--- src/rtl/pio_gpio_if.sv ---
// Register bus between the interconnect and the pio_gpio slave.
// Single-cycle writes, reads answered one cycle after the read strobe.
interface pio_gpio_if;
    logic        bus_wen;
    logic        bus_ren;
    logic [1:0]  bus_adr;
    logic [31:0] bus_wdt;
    logic [31:0] bus_rdt;

    modport master (
        output bus_wen,
        output bus_ren,
        output bus_adr,
        output bus_wdt,
        input  bus_rdt
    );

    modport slave (
        input  bus_wen,
        input  bus_ren,
        input  bus_adr,
        input  bus_wdt,
        output bus_rdt
    );
endinterface

--- src/rtl/pio_gpio.sv ---
// Debounced GPIO: NI synchronised inputs, NO registered outputs, edge interrupts behind 4 registers.
// Build option PIO_DEBOUNCE_EN: when defined, per-channel debounce counters filter the inputs.
module pio_gpio #(
    parameter int unsigned     NI       = 4,
    parameter int unsigned     NO       = 2,
    parameter int unsigned     DEBOUNCE = 32768,
    parameter logic [NI-1:0]   IRQ_RISE = {NI{1'b1}},
    parameter logic [NI-1:0]   IRQ_FALL = {NI{1'b0}},
    parameter logic [NO-1:0]   OUT_RST  = {NO{1'b0}}
) (
    input  logic          clk,
    input  logic          rst,
    pio_gpio_if.slave     bus,
    input  logic [NI-1:0] pio_i,
    output logic [NO-1:0] pio_o,
    output logic          irq
);

    localparam logic [1:0] ADR_IN     = 2'd0;
    localparam logic [1:0] ADR_OUT    = 2'd1;
    localparam logic [1:0] ADR_MASK   = 2'd2;
    localparam logic [1:0] ADR_STATUS = 2'd3;

    if (NI < 1 || NI > 32) begin : g_bad_ni
        $error("pio_gpio: NI must be in 1..32");
    end
    if (NO < 1 || NO > 32) begin : g_bad_no
        $error("pio_gpio: NO must be in 1..32");
    end
    if (DEBOUNCE < 1) begin : g_bad_debounce
        $error("pio_gpio: DEBOUNCE must be at least 1");
    end

    logic [NI-1:0] sync1_q, sync2_q;
    logic [NI-1:0] stable_q, stable_d;
    logic [NI-1:0] stable_prev_q;
    logic [NO-1:0] out_q, out_d;
    logic [NI-1:0] mask_q, mask_d;
    logic [NI-1:0] status_q, status_d;
    logic [31:0]   rdt_q, rdt_d;
    logic [31:0]   rd_mux;
    logic [NI-1:0] evt;
    logic          wr_out, wr_mask, wr_status;
    logic          unused_wdt;

`ifdef PIO_DEBOUNCE_EN
    localparam int unsigned     CW     = $clog2(DEBOUNCE + 1);
    localparam logic [CW-1:0]   CNT_TC = CW'(DEBOUNCE - 1);

    logic [NI-1:0][CW-1:0] cnt_q, cnt_d;

    // Count cycles of disagreement; the stable bit flips on the cycle the count would reach DEBOUNCE.
    always_comb begin
        cnt_d    = cnt_q;
        stable_d = stable_q;
        for (int i = 0; i < NI; i++) begin
            if (sync2_q[i] == stable_q[i]) begin
                cnt_d[i] = '0;
            end else if (cnt_q[i] == CNT_TC) begin
                stable_d[i] = sync2_q[i];
                cnt_d[i]    = '0;
            end else begin
                cnt_d[i] = cnt_q[i] + CW'(1);
            end
        end
    end

    always_ff @(posedge clk) begin
        if (rst) begin
            cnt_q <= '0;
        end else begin
            cnt_q <= cnt_d;
        end
    end
`else
    always_comb begin
        stable_d = sync2_q;
    end
`endif

    assign evt = (stable_q & ~stable_prev_q & IRQ_RISE)
               | (~stable_q & stable_prev_q & IRQ_FALL);

    assign wr_out    = bus.bus_wen && (bus.bus_adr == ADR_OUT);
    assign wr_mask   = bus.bus_wen && (bus.bus_adr == ADR_MASK);
    assign wr_status = bus.bus_wen && (bus.bus_adr == ADR_STATUS);

    always_comb begin
        out_d    = out_q;
        mask_d   = mask_q;
        status_d = status_q;
        if (wr_out) begin
            out_d = bus.bus_wdt[NO-1:0];
        end
        if (wr_mask) begin
            mask_d = bus.bus_wdt[NI-1:0];
        end
        if (wr_status) begin
            status_d = status_q & ~bus.bus_wdt[NI-1:0];
        end
        // A new event overrides a same-cycle clear.
        status_d = status_d | evt;
    end

    // Read mux works from current register values, so a same-cycle write is not visible.
    always_comb begin
        rd_mux = '0;
        case (bus.bus_adr)
            ADR_IN:   rd_mux = 32'(stable_q);
            ADR_OUT:  rd_mux = 32'(out_q);
            ADR_MASK: rd_mux = 32'(mask_q);
            default:  rd_mux = 32'(status_q);
        endcase
    end

    always_comb begin
        rdt_d = rdt_q;
        if (bus.bus_ren) begin
            rdt_d = rd_mux;
        end
    end

    always_ff @(posedge clk) begin
        if (rst) begin
            sync1_q       <= '0;
            sync2_q       <= '0;
            stable_q      <= '0;
            stable_prev_q <= '0;
            out_q         <= OUT_RST;
            mask_q        <= '0;
            status_q      <= '0;
            rdt_q         <= '0;
        end else begin
            sync1_q       <= pio_i;
            sync2_q       <= sync1_q;
            stable_q      <= stable_d;
            stable_prev_q <= stable_q;
            out_q         <= out_d;
            mask_q        <= mask_d;
            status_q      <= status_d;
            rdt_q         <= rdt_d;
        end
    end

    assign unused_wdt  = ^bus.bus_wdt;
    assign bus.bus_rdt = rdt_q;
    assign pio_o       = out_q;
    assign irq         = |(status_q & mask_q);

endmodule

--- src/flat_wrapper.sv ---
// flat-port wrapper written by rule: the top's interface ports become plain ports
module pio_gpio_flat 
#(
    parameter int unsigned     NI       = 4,
    parameter int unsigned     NO       = 2,
    parameter int unsigned     DEBOUNCE = 32768,
    parameter logic [NI-1:0]   IRQ_RISE = {NI{1'b1}},
    parameter logic [NI-1:0]   IRQ_FALL = {NI{1'b0}},
    parameter logic [NO-1:0]   OUT_RST  = {NO{1'b0}}
)
  (clk, rst, pio_i, pio_o, irq, bus_bus_wen, bus_bus_ren, bus_bus_adr, bus_bus_wdt, bus_bus_rdt);
  pio_gpio_if bus_i ();
  input  logic clk;
  input  logic rst;
  input  logic [NI-1:0] pio_i;
  output logic [NO-1:0] pio_o;
  output logic irq;
  input wire logic [$bits(bus_i.bus_wen)-1:0] bus_bus_wen;
  input wire logic [$bits(bus_i.bus_ren)-1:0] bus_bus_ren;
  input wire logic [$bits(bus_i.bus_adr)-1:0] bus_bus_adr;
  input wire logic [$bits(bus_i.bus_wdt)-1:0] bus_bus_wdt;
  output wire logic [$bits(bus_i.bus_rdt)-1:0] bus_bus_rdt;
  assign bus_i.bus_wen = bus_bus_wen;
  assign bus_i.bus_ren = bus_bus_ren;
  assign bus_i.bus_adr = bus_bus_adr;
  assign bus_i.bus_wdt = bus_bus_wdt;
  assign bus_bus_rdt = bus_i.bus_rdt;
  pio_gpio #(.NI(NI), .NO(NO), .DEBOUNCE(DEBOUNCE), .IRQ_RISE(IRQ_RISE), .IRQ_FALL(IRQ_FALL), .OUT_RST(OUT_RST)) u_core (.clk(clk), .rst(rst), .bus(bus_i), .pio_i(pio_i), .pio_o(pio_o), .irq(irq));
endmodule
--- config.mk ---
export PLATFORM = sky130hd
export DESIGN_NAME = pio_gpio_flat
export DESIGN_NICKNAME = d
export VERILOG_FILES = /design/src/rtl/pio_gpio_if.sv /design/src/rtl/pio_gpio.sv /design/src/flat_wrapper.sv
export SDC_FILE = /design/constraint.sdc
export NUM_CORES = 1
export LEC_CHECK = 0
export CAP_MARGIN = 20
export CORE_UTILIZATION = 38
export CTS_BUF_LIST = sky130_fd_sc_hd__clkbuf_4
export DETAILED_ROUTE_END_ITERATION = 10
export PLACE_DENSITY = 0.83
export SLEW_MARGIN = 30
export SYNTH_ARGS = -nofsm -noshare
export SYNTH_HDL_FRONTEND = slang
export SYNTH_SLANG_ARGS = --single-unit
export TNS_END_PERCENT = 20
--- constraint.sdc ---
create_clock -name clk -period 1.4 [get_ports clk]
set_clock_uncertainty 0.2 [all_clocks]
set_input_delay 0.14 -clock clk [delete_from_list [all_inputs] [get_ports clk]]
set_output_delay 0.14 -clock clk [all_outputs]
set_load 0.03 [all_outputs]
==> impl_metrics.yaml <==
outcome:
  outcome: "finished, violations left"
  violations: "negative setup slack"
cells_and_area:
  most-common-layout-cells: "28 x conb_1, 26 x dfxtp_1, 16 x nor2b_1, 11 x nor2_1, 11 x clkdlybuf4s50_1"
  layout.nets: 196
  antennaDiodeCount: 0
  layout_commonest_cell: "conb_1"
  layoutNonFillerInstCount: 199
  drive_above_1_share_pct: 18.1
  syn2layout_area_growth_pct: 19.5
sta:
  fmax_mhz: 710
  final.min_clock_period_ns: 1.41
  finalSetupViolCount: 1
  rsz0062_at_grt: "yes"
  final_max_slew_viol_count: 0
  min_period_over_period_pct: 101
  fin_ws_ns: -0.00892
  hold_slack_ns: 0.155
  hold_violations: 0
placement:
  portBuffers: 20
  dpl.cell_count: 190
  dp_hpwl_mm: 1.41
  gp_congestion: 0.783
die:
  rows: 20
  die_y_um: 60.3
  die_w_um: 60.3
  start_util_pct: 41.3
  ios: 77
  core_um2: 3130
  dieArea_um2: 3630
critical_path:
  crit_path_end_kind: "primary output"
  crit_path_top_delay_cell: "dfxtp_2"
  crit_chain: "a22oi_2, nand2_1, buf_6"
  critical_path_arrival_ns: 1.07
  crit_required_ns: 1.06
  critPathMaxStageDelay_ns: 0.34
  crit_path_max_fanout: 2
  crit_type: "reg2out"
  cp-start-kind: "register"
global_route:
  overflow: 0
  grt_pass1_wl_mm: 2.99
  grtUsageTotal_pct: 11.9
  grt_pass1_vias: 708
  grt_max_degree: 31
  antenna_found_initial: 0
clock_network:
  cts_max_level: 2
  cts_tree: "built"
  path_clk_slew_ns: 0.10
  numClockSinks: 30
  root_buffer: "clkbuf_4"
  worstSkewPairLatency_ns: 0.32
  numCtsBuffers: 5
  postCtsHoldBufs: 0
  clockBufferDepth: 2
pwr:
  cellPowerDensity_nw_per_um2: 1290
  leakagePower_uw: 0.000711
  max-vdd-ir-drop_v: 0.000565
synth:
  syn_area_per_cell_um2: 9.93
  synth-seq-area-share_pct: 46.5
  synth_top_cell_area_share_pct: 46.5
  synth_area_leaders: "dfxtp_1 47%, buf_4 16%, nor2b_1 7.8%, mux2i_1 6.2%, mux4_2 3.5%"
  synth_area_um2: 1290
  synth_cells: 130
  synth-warning-count: 0
  yosysTopAreaCell: "dfxtp_1"
  synth_cell_type_count: 20
  ys_ff_latch: 30
route:
  dr_total_vias: 816
  wl_per_cell_um: 9.84
  drcViolationCount: 0
  first_pass_iters: 4
  ant_nets: 0
  initialDrtViolationCount: 15
  viasPerCell: 4.10
  drt_wl_total_mm: 1.96
hold_path:
  min_path_type: "in2reg"
job:
  cap_viol_max_count: 0
[worst paths after layout]
check | startpoint | end | slack [ns] | depth (start not counted)
max | u_core.status_q[2]$_SDFF_PP0_ | irq | -0.009 | 3
min | pio_i[0] | u_core.sync1_q[0]$_SDFF_PP0_ | 0.16 | 2
max reg2reg | u_core.status_q[2]$_SDFF_PP0_ | u_core.bus.bus_rdt[2]$_SDFFE_PP0P_ | 0.08 | 4
min reg2reg | u_core.stable_d[1]$_SDFF_PP0_ | u_core.stable_q[1]$_SDFF_PP0_ | 0.24 | 1
[critical path, delay by kind of cell, from the launching register on]
family,cells,cell delay [ns]
simple gates,1,0.09
buf+inv,1,0.14
compound gates,1,0.18
flops,1,0.34
[per-layer routing]
layer | global-route usage [%] | share of wire (%) | vias to the layer above
li1 | - | - | 414
met1 | 13.2 | 44 | 367
met2 | 18.4 | 50 | 31
met3 | 5.84 | 6.0 | 4
met4 | 6.98 | 0.66 | 0
met5 | 0 | 0 | -
[logic make-up after synthesis]
family                 share of synthesized area [%]
multiplexers                                    11.4
AND/OR/NAND/NOR                                 14.7
buffers and inverters                           20.4
flip-flops                                      46.5
AO/OA/AOI/OAI                                   6.59
other                                          0.290
[per-stage QoR]
step                area [um^2]  setup TNS, ns  util [%]  power, uW  setup slack (ns)
floorplan                  1390              0         -       1160            0.0289
global placement           1430          -3.40      45.7       1160            -0.334
detailed placement         1430          -3.83      45.7       1170            -0.380
CTS                        1540        -0.0326      49.2       2010           -0.0253
global route               1540        -0.0645      49.3       2070           -0.0645
finish                     1540       -0.00892      49.3       1990          -0.00892
[flip-flops by register name (all words and copies together), names as in the netlist]
register              flops
u_core.stable_q           4
u_core.pio_o              2
u_core.mask_q             4
u_core.status_q           4
u_core.stable_d           4
u_core.stable_prev_q      4
u_core.bus.bus_rdt        4
u_core.sync1_q            4
[Yosys cell counts (all sizes together)]
cell type and count:
conb 1, o21ai 4, nand3 1, mux2i 8, dfxtp 30, mux2 2, nor2b 16, a22oi 4
buf 31, nand2b 4, nor2 11, inv 4, nand2 1, clkbuf 3, a211oi 2, a21oi 4
mux4 2, nand3b 2
[timing repair]
| action | 4_1_cts | 5_1_grt |
|---|---|---|
| pin swaps | 1 | 0 |
| setup buffers | 0 | 1 |
| gates resized for setup | 14 | 10 |
| setup endpoints to repair | 6 | 11 |
[power breakdown]
part	switching, uW	internal [uW]	leakage (uW)
registers	15.4	883	0.000247
logic	164	81.6	0.000411
clock network	291	550	0.0000528
total	471	1520	0.000711
[cell type report]
class / instances / area [um^2]
clock buffers: 5 / 37.5
clock inverters: 3 / 63.8
fillers: 317 / 1590
inverters: 4 / 15.0
multi-input cells: 89 / 538
flip-flops and latches: 30 / 606
well taps: 44 / 55.1
repair buffers: 24 / 228
Note: power is estimated with default switching activity, not from simulation.
